File: config.mk
export PLATFORM = sky130hd
export DESIGN_NAME = fc_irq_ctrl
export DESIGN_NICKNAME = d
export VERILOG_FILES = /design/src/rtl/fc_irq_ctrl.sv
export SDC_FILE = /design/constraint.sdc
export NUM_CORES = 1
export LEC_CHECK = 0
export ABC_AREA = 1
export BUFFER_PORTS_ARGS = -buffer_cell sky130_fd_sc_hd__buf_2
export CORE_MARGIN = 2
export CORE_UTILIZATION = 42
export CTS_CLUSTER_DIAMETER = 30
export CTS_CLUSTER_SIZE = 16
export DETAILED_ROUTE_END_ITERATION = 7
export PLACE_DENSITY = 0.61
export SETUP_SLACK_MARGIN = 0.3
export SYNTH_ARGS = -nofsm -noshare
export SYNTH_HDL_FRONTEND = slang
export SYNTH_SLANG_ARGS = --single-unit
File: constraint.sdc
create_clock -name clk_i -period 1.35 [get_ports clk_i]
set_clock_uncertainty 0.2 [all_clocks]
set_input_delay 0.135 -clock clk_i [delete_from_list [all_inputs] [get_ports clk_i]]
set_output_delay 0.135 -clock clk_i [all_outputs]
set_load 0.005 [all_outputs]
File: src/rtl/fc_irq_ctrl.sv
// Interrupt controller for the fabric-controller core: synchronises event lines,
// latches edge events into PENDING, masks them onto irq_o, and exposes an APB register file.
module fc_irq_ctrl #(
  parameter int          APB_ADDR_WIDTH = 12,
  parameter logic [31:0] MASK_RST       = 32'hFFFF_FFFF,
  parameter logic [31:0] LEVEL_RST      = 32'h0000_0800
) (
  input  logic                      clk_i,
  input  logic                      rst_ni,
  input  logic [31:0]               events_i,
  output logic [31:0]               irq_o,
  input  logic                      core_irq_ack_i,
  input  logic [4:0]                core_irq_ack_id_i,
  input  logic                      psel_i,
  input  logic                      penable_i,
  input  logic                      pwrite_i,
  input  logic [APB_ADDR_WIDTH-1:0] paddr_i,
  input  logic [31:0]               pwdata_i,
  output logic [31:0]               prdata_o,
  output logic                      pready_o,
  output logic                      pslverr_o
);

  localparam logic [2:0] REG_MASK     = 3'd0;
  localparam logic [2:0] REG_MASK_SET = 3'd1;
  localparam logic [2:0] REG_MASK_CLR = 3'd2;
  localparam logic [2:0] REG_PENDING  = 3'd3;
  localparam logic [2:0] REG_INT_SET  = 3'd4;
  localparam logic [2:0] REG_INT_CLR  = 3'd5;
  localparam logic [2:0] REG_MODE     = 3'd6;
  localparam logic [2:0] REG_LAST_ACK = 3'd7;

  logic [31:0] s1, s2, s2_d;
  logic [31:0] pending, mask, mode;
  logic        ack_valid;
  logic [4:0]  ack_id;

  logic        access, addr_ok, wr, rd;
  logic [2:0]  idx;
  logic [31:0] rise, set_vec, clr_vec, ack_vec, pending_nxt;
  logic        unused_addr_bits;

  assign unused_addr_bits = ^paddr_i[1:0];

  assign access  = psel_i & penable_i;
  assign addr_ok = (paddr_i[APB_ADDR_WIDTH-1:5] == '0);
  assign idx     = paddr_i[4:2];
  assign wr      = access & pwrite_i & addr_ok;
  assign rd      = access & ~pwrite_i & addr_ok;

  assign rise    = s2 & ~s2_d;
  assign ack_vec = core_irq_ack_i ? (32'h1 << core_irq_ack_id_i) : 32'h0;
  assign set_vec = rise | ((wr && idx == REG_INT_SET) ? pwdata_i : 32'h0);
  assign clr_vec = ack_vec | ((wr && idx == REG_INT_CLR) ? pwdata_i : 32'h0);

  // Set beats clear so an event arriving with its own ack is never dropped.
  assign pending_nxt = (mode & s2) | (~mode & ((pending & ~clr_vec) | set_vec));

  assign irq_o    = pending & mask;
  assign pready_o = 1'b1;

  always_ff @(posedge clk_i or negedge rst_ni) begin
    if (!rst_ni) begin
      s1        <= '0;
      s2        <= '0;
      s2_d      <= '0;
      pending   <= '0;
      mask      <= MASK_RST;
      mode      <= LEVEL_RST;
      ack_valid <= 1'b0;
      ack_id    <= '0;
    end else begin
      s1      <= events_i;
      s2      <= s1;
      s2_d    <= s2;
      pending <= pending_nxt;
      if (wr) begin
        case (idx)
          REG_MASK:     mask <= pwdata_i;
          REG_MASK_SET: mask <= mask | pwdata_i;
          REG_MASK_CLR: mask <= mask & ~pwdata_i;
          REG_MODE:     mode <= pwdata_i;
          default:      ;
        endcase
      end
      // A fresh ack overrides the read-to-clear of the valid flag.
      if (core_irq_ack_i) begin
        ack_valid <= 1'b1;
        ack_id    <= core_irq_ack_id_i;
      end else if (rd && idx == REG_LAST_ACK) begin
        ack_valid <= 1'b0;
      end
    end
  end

  always_comb begin
    prdata_o  = 32'h0;
    pslverr_o = 1'b0;
    if (access) begin
      if (!addr_ok) begin
        pslverr_o = 1'b1;
      end else if (pwrite_i) begin
        pslverr_o = (idx == REG_PENDING) || (idx == REG_LAST_ACK);
      end else begin
        case (idx)
          REG_MASK:     prdata_o = mask;
          REG_PENDING:  prdata_o = pending;
          REG_MODE:     prdata_o = mode;
          REG_LAST_ACK: prdata_o = {23'h0, ack_valid, 3'b000, ack_id};
          default:      prdata_o = 32'h0;
        endcase
      end
    end
  end

endmodule

== Yosys cells after proc, flatten, opt, wreduce, memory -nomap -nowiden ==
Cells that the tools add are included.

* Bits in registers: 198
* Output and inout port bits: 66

* Eq/ne operators: 7
* Shift-type cells: 1
* Multiplexer cells: 13
* Bitwise logic cells: 21
* Reduce and logical (&&, ||, !) cells: 10

{| class="wikitable"
|+ Operators by type and width
! operator !! count
|-
| $and 32x32->32 || 6
|-
| $mux 32 || 6
|-
| $or 32x32->32 || 5
|-
| $not 32->32 || 4
|-
| $pmux 32 s4 || 1
|-
| $pmux 32 s3 || 1
|-
| $shl 1x5->32 const A || 1
|-
| $eq 3x3->1 const B || 4
|-
| $logic_not 7->1 || 1
|-
| $eq 3x2->1 const B || 2
|-
| $and 1x1->1 || 5
|-
| $mux 1 || 5
|-
| $reduce_and 2->1 || 2
|-
| $eq 3x1->1 const B || 1
|-
| $logic_and 1x1->1 || 3
|-
| $logic_not 3->1 || 1
|-
| $reduce_bool 3->1 || 1
|-
| $reduce_bool 2->1 || 1
|-
| $logic_or 1x1->1 || 1
|-
| $not 1->1 || 1
|}

== Depth between registers and ports, before layout ==
* Word-level depth: 11
* Depth in mapped cells: 9
* Mapped depth without buffers: 7

== Worst setup path after synthesis ==
No wires, ideal clock.

* Path kind: input -> register
* Start point: input port psel_i
* End point: register pending[12]
* Library setup time: 0.120 ns
* Arrival: 1.100 ns
* Required time: 1.030 ns
* Slack: -0.070 ns
* Stages on the path: 7
* Path buffers: 2
* Cell sequence: nand2_1 nor2_1 buf_2 buf_1 nand4_1 nand2_1 a21oi_1

* Cells in the longest elaborated chain, start to end: 11

{| class="wikitable"
|+ Ends and longest elaborated chain
! item !! line !! source
|-
| start, declared || 14 || <nowiki>input logic psel_i,</nowiki>
|-
| $and 1x1->1 (*) || 45 || <nowiki>assign access = psel_i & penable_i;</nowiki>
|-
| $and 1x1->1 (*) (2 in series) || 48 || <nowiki>assign wr = access & pwrite_i & addr_ok;</nowiki>
|-
| $logic_and 1x1->1 || 54 || <nowiki>assign clr_vec = ack_vec | ((wr && idx == REG_INT_CLR) ? pwdata_i : 32'h0);</nowiki>
|-
| $mux 32 || 54 ||
|-
| $or 32x32->32 || 54 ||
|-
| $not 32->32 || 57 || <nowiki>assign pending_nxt = (mode & s2) | (~mode & ((pending & ~clr_vec) | set_vec));</nowiki>
|-
| $and 32x32->32 || 57 ||
|-
| $or 32x32->32 (*) || 57 ||
|-
| $and 32x32->32 (*) || 57 ||
|-
| $or 32x32->32 (*) || 57 ||
|-
| net pending_nxt[12] || 40 || <nowiki>logic [31:0] rise, set_vec, clr_vec, ack_vec, pending_nxt;</nowiki>
|-
| end signal, assigned || 76 || <nowiki>pending <= pending_nxt;</nowiki>
|-
| end, declared || 34 || <nowiki>logic [31:0] pending, mask, mode;</nowiki>
|}

Mark *: on every way through the listed nets, which the timed path passes. The rest lies on a longest branch.
A chain may end at the register's enable or synchronous reset.

== Worst setup path in the final report ==
* Start point: register mask[0]
* End point: output port prdata_o[0]

* Cells in the longest elaborated chain, start to end: 4

{| class="wikitable"
|+ Ends and longest elaborated chain
! item !! line !! source
|-
| start, declared || 34 ||
|-
| start signal, assigned || 79 || <nowiki>REG_MASK: mask <= pwdata_i;</nowiki>
|-
| start signal, assigned || 80 || <nowiki>REG_MASK_SET: mask <= mask | pwdata_i;</nowiki>
|-
| start signal, assigned || 81 || <nowiki>REG_MASK_CLR: mask <= mask & ~pwdata_i;</nowiki>
|-
| $pmux 32 s4 || 105 || <nowiki>case (idx)</nowiki>
|-
| $mux 32 || 102 || <nowiki>end else if (pwrite_i) begin</nowiki>
|-
| $mux 32 || 100 || <nowiki>if (!addr_ok) begin</nowiki>
|-
| $mux 32 || 99 || <nowiki>if (access) begin</nowiki>
|-
| end, declared || 19 || <nowiki>output logic [31:0] prdata_o,</nowiki>
|}

Every way passes these cells.

==> flow_summary.json <==
{
  "crit_required_ps": 1010,
  "violations": "negative hold slack, negative setup slack",
  "setup_tns_ps": -19840,
  "grt_pass1_wl_mm": 49.8,
  "p_sw_share_pct": 25.9,
  "clockPowerShare_pct": 38.1,
  "rsz0062_at_grt": "yes",
  "crit_path_start": "mask[0]$_DFFE_PN1P_",
  "syn_area_sq_um": 8950,
  "instances_no_fill": 1734,
  "grt_overflow": 0,
  "seq_area_frac_synth_pct": 55.8,
  "drv_cap": 0,
  "worst_ep_arrival_time_ps": 1390,
  "dr.pass1.iters": 5,
  "dpl_cell_area_sq_um": 10900,
  "r2r-start": "mask[10]$_DFFE_PN1P_",
  "drc_errors": 0,
  "vias": 9251,
  "ir_worst_vdd_mv": 0.717,
  "grt.total_usage_pct": 29.3,
  "pwr-share-comb_pct": 11.3,
  "cts.root.buffer_cell": "clkbuf_16",
  "crit_type": "reg2out",
  "hold_violations": 14,
  "grt_max_degree": 33,
  "reg2reg_slack_ps": 60,
  "cts_buffer_depth": 2,
  "worst-r2r-cell-count": 6,
  "ys_warn_count": 0,
  "cp-end-kind": "output port",
  "viasPerCell": 5.34,
  "hp-class": "in2async",
  "fp.dieW_um": 150,
  "powerDensity_nw_per_um2": 864,
  "fin_util_pct": 69.0,
  "cts_buffers": 17,
  "p_seq_share_pct": 50.7,
  "dieArea_sq_um": 22500,
  "synth_cells": 1089,
  "cts.sinks": 198,
  "start_util_pct": 42.7,
  "status": "finished with violations",
  "first_iter_violations": 602,
  "drive_gt1_share_pct": 42.5,
  "place.gp.congestion": 0.847,
  "area_growth_pct": 61.6,
  "h-tree-depth": 4,
  "core_area_sq_um": 21000,
  "num_rows": 53,
  "finalInstanceArea_sq_um": 14500,
  "netlist-cell-type-count": 26,
  "ys_seq_elements": 198,
  "internal_power_w": 0.00925,
  "nets": 1534,
  "syn_area_per_cell_sq_um": 8.22,
  "wire_per_inst_um": 18.9,
  "clk_latency_ps": 440,
  "period_needed_ps": 1730,
  "fp.dieH_um": 150,
  "hpwlAfterDp_mm": 18.6,
  "syn_nets": 1176,
  "crit_path_start_kind": "register",
  "hold_slack_ps": -24.3,
  "dp_cells": 1542,
  "finalSetupViolCount": 110,
  "hold_buffers": 68,
  "cts_tree": "yes",
  "antenna_found_initial": 1,
  "clk_pin_slew_ps": 70,
  "grt_pass1_vias": 9324,
  "path_max_fanout": 2,
  "ios": 153,
  "period_share_pct": 128,
  "power.switching_w": 0.00324,
  "antenna_left": 0,
  "port_buffers": 149,
  "slew_viol_final": 0,
  "rr_endpoint": "mask[10]$_DFFE_PN1P_",
  "fin_ws_ps": -376,
  "p_leak_nw": 7.09,
  "fmax_ghz": 0.579,
  "totalWireLength_mm": 32.7
}
==> logic make-up (layout without fill, tap and decap cells) <==
logic type / after synthesis / count (layout) / synth area share (%)
other cells: 1 / 2 / 0.0419
flops: 198 / 198 / 55.8
compound gates: 191 / 191 / 11.8
simple gates: 490 / 490 / 23.0
buf+inv: 209 / 578 / 9.28
==> worst max-delay path by stage <==
stage | endpoint | cells after the start
after floorplan | prdata_o[10] | 6
after global placement | prdata_o[0] | 7
after detailed placement | mask[24]$_DFFE_PN1P_ | 9
after CTS | prdata_o[2] | 3
after global routing | prdata_o[28] | 3
final | prdata_o[0] | 3
==> final cells by class <==
cell class	count	area, sq um
clock inverter	10	75.1
timing repair buffer	395	3990
inverter	153	577
tap	275	344
fill	1575	6490
multi-input combinational	682	4020
clock buffer	20	457
antenna	1	2.50
sequential	198	5000
==> state kept, by name, indices dropped and copies added (netlist names) <==
| name | count |
|---|---|
| ack_valid | 1 |
| s2 | 32 |
| ack_id | 5 |
| mask | 32 |
| mode | 32 |
| pending | 32 |
| s1 | 32 |
| s2_d | 32 |
==> cell usage after synthesis <==
cell type  number  area (sq um)
nand2_1       304          1140
dfrtp_1       165          4130
inv_1         148           556
nor2_1         98           368
nand4_1        78           488
a21oi_1        64           320
o21ai_1        37           185
o21ai_0        34           170
dfstp_2        33           867
a31oi_1        30           188
clkbuf_1       26          97.6
buf_2          22           110
o21a_1         16           120
buf_4           5          37.5
nand3_1         5          25.0
a21boi_0        4          30.0
a22oi_1         4          30.0
clkinv_1        4          15.0
buf_1           3          11.3
a41oi_1         2          17.5
nor2_2          2          12.5
and3_1          1          6.26
conb_1          1          3.75
inv_2           1          3.75
nand4_2         1          12.5
nor3_2          1          10.0
==> metal layers <==
layer	share of wire, %	vias up	global-route usage, %
met4	4.3	0	14.7
met1	40	4494	37.4
li1	-	4224	-
met2	49	438	47.2
met3	7.4	95	6.40
met5	0	-	0
==> through the flow <==
| step | power (W) | worst slack (ps) |
|---|---|---|
| after floorplan | 0.00676 | 72.2 |
| after global placement | 0.00743 | -374 |
| after detailed placement | 0.00745 | -400 |
| after CTS | 0.0125 | -351 |
| after global routing | 0.0130 | -427 |
| final | 0.0125 | -376 |
==> cells in the final DEF, fill, tap and decap left out, types with 11 or more instances in the layout <==
master / count
buf_4: 69
clkbuf_16: 17
buf_12: 34
a21oi_2: 17
dlygate4sd3_1: 66
o21ai_1: 28
nand2_1: 192
buf_2: 121
o21ai_2: 31
a31oi_4: 12
buf_16: 17
inv_1: 119
inv_2: 30
o21a_1: 16
o21ai_0: 11
nand4_1: 78
buf_6: 75
dfstp_2: 33
nor2_1: 89
a21oi_1: 47
dfrtp_1: 163
nand2_4: 16
a31oi_1: 14
nand2_2: 96
==> timing repair <==
item	CTS	global route
setup buffers	58	16
setup endpoints to repair	162	167
hold endpoints to repair	332	14
resized for setup	254	127
pin swaps	75	15
gates cloned	19	0
==> power by group through the flow <==
stage / clock [W] / combinational [W] / sequential (W)
floorplan: 0 / 0.000396 / 0.00636
global placement: 0 / 0.00103 / 0.00641
detailed placement: 0 / 0.00104 / 0.00641
CTS: 0.00483 / 0.00132 / 0.00631
global route: 0.00509 / 0.00152 / 0.00635
finish: 0.00476 / 0.00141 / 0.00633
==> worst max-delay path, cell delays in order (launching register included) <==
cell and delay (ps):
dfstp_2 550, nand2_1 70, a41oi_2 190, buf_2 160
No activity file was read; power rests on OpenSTA's default activity.
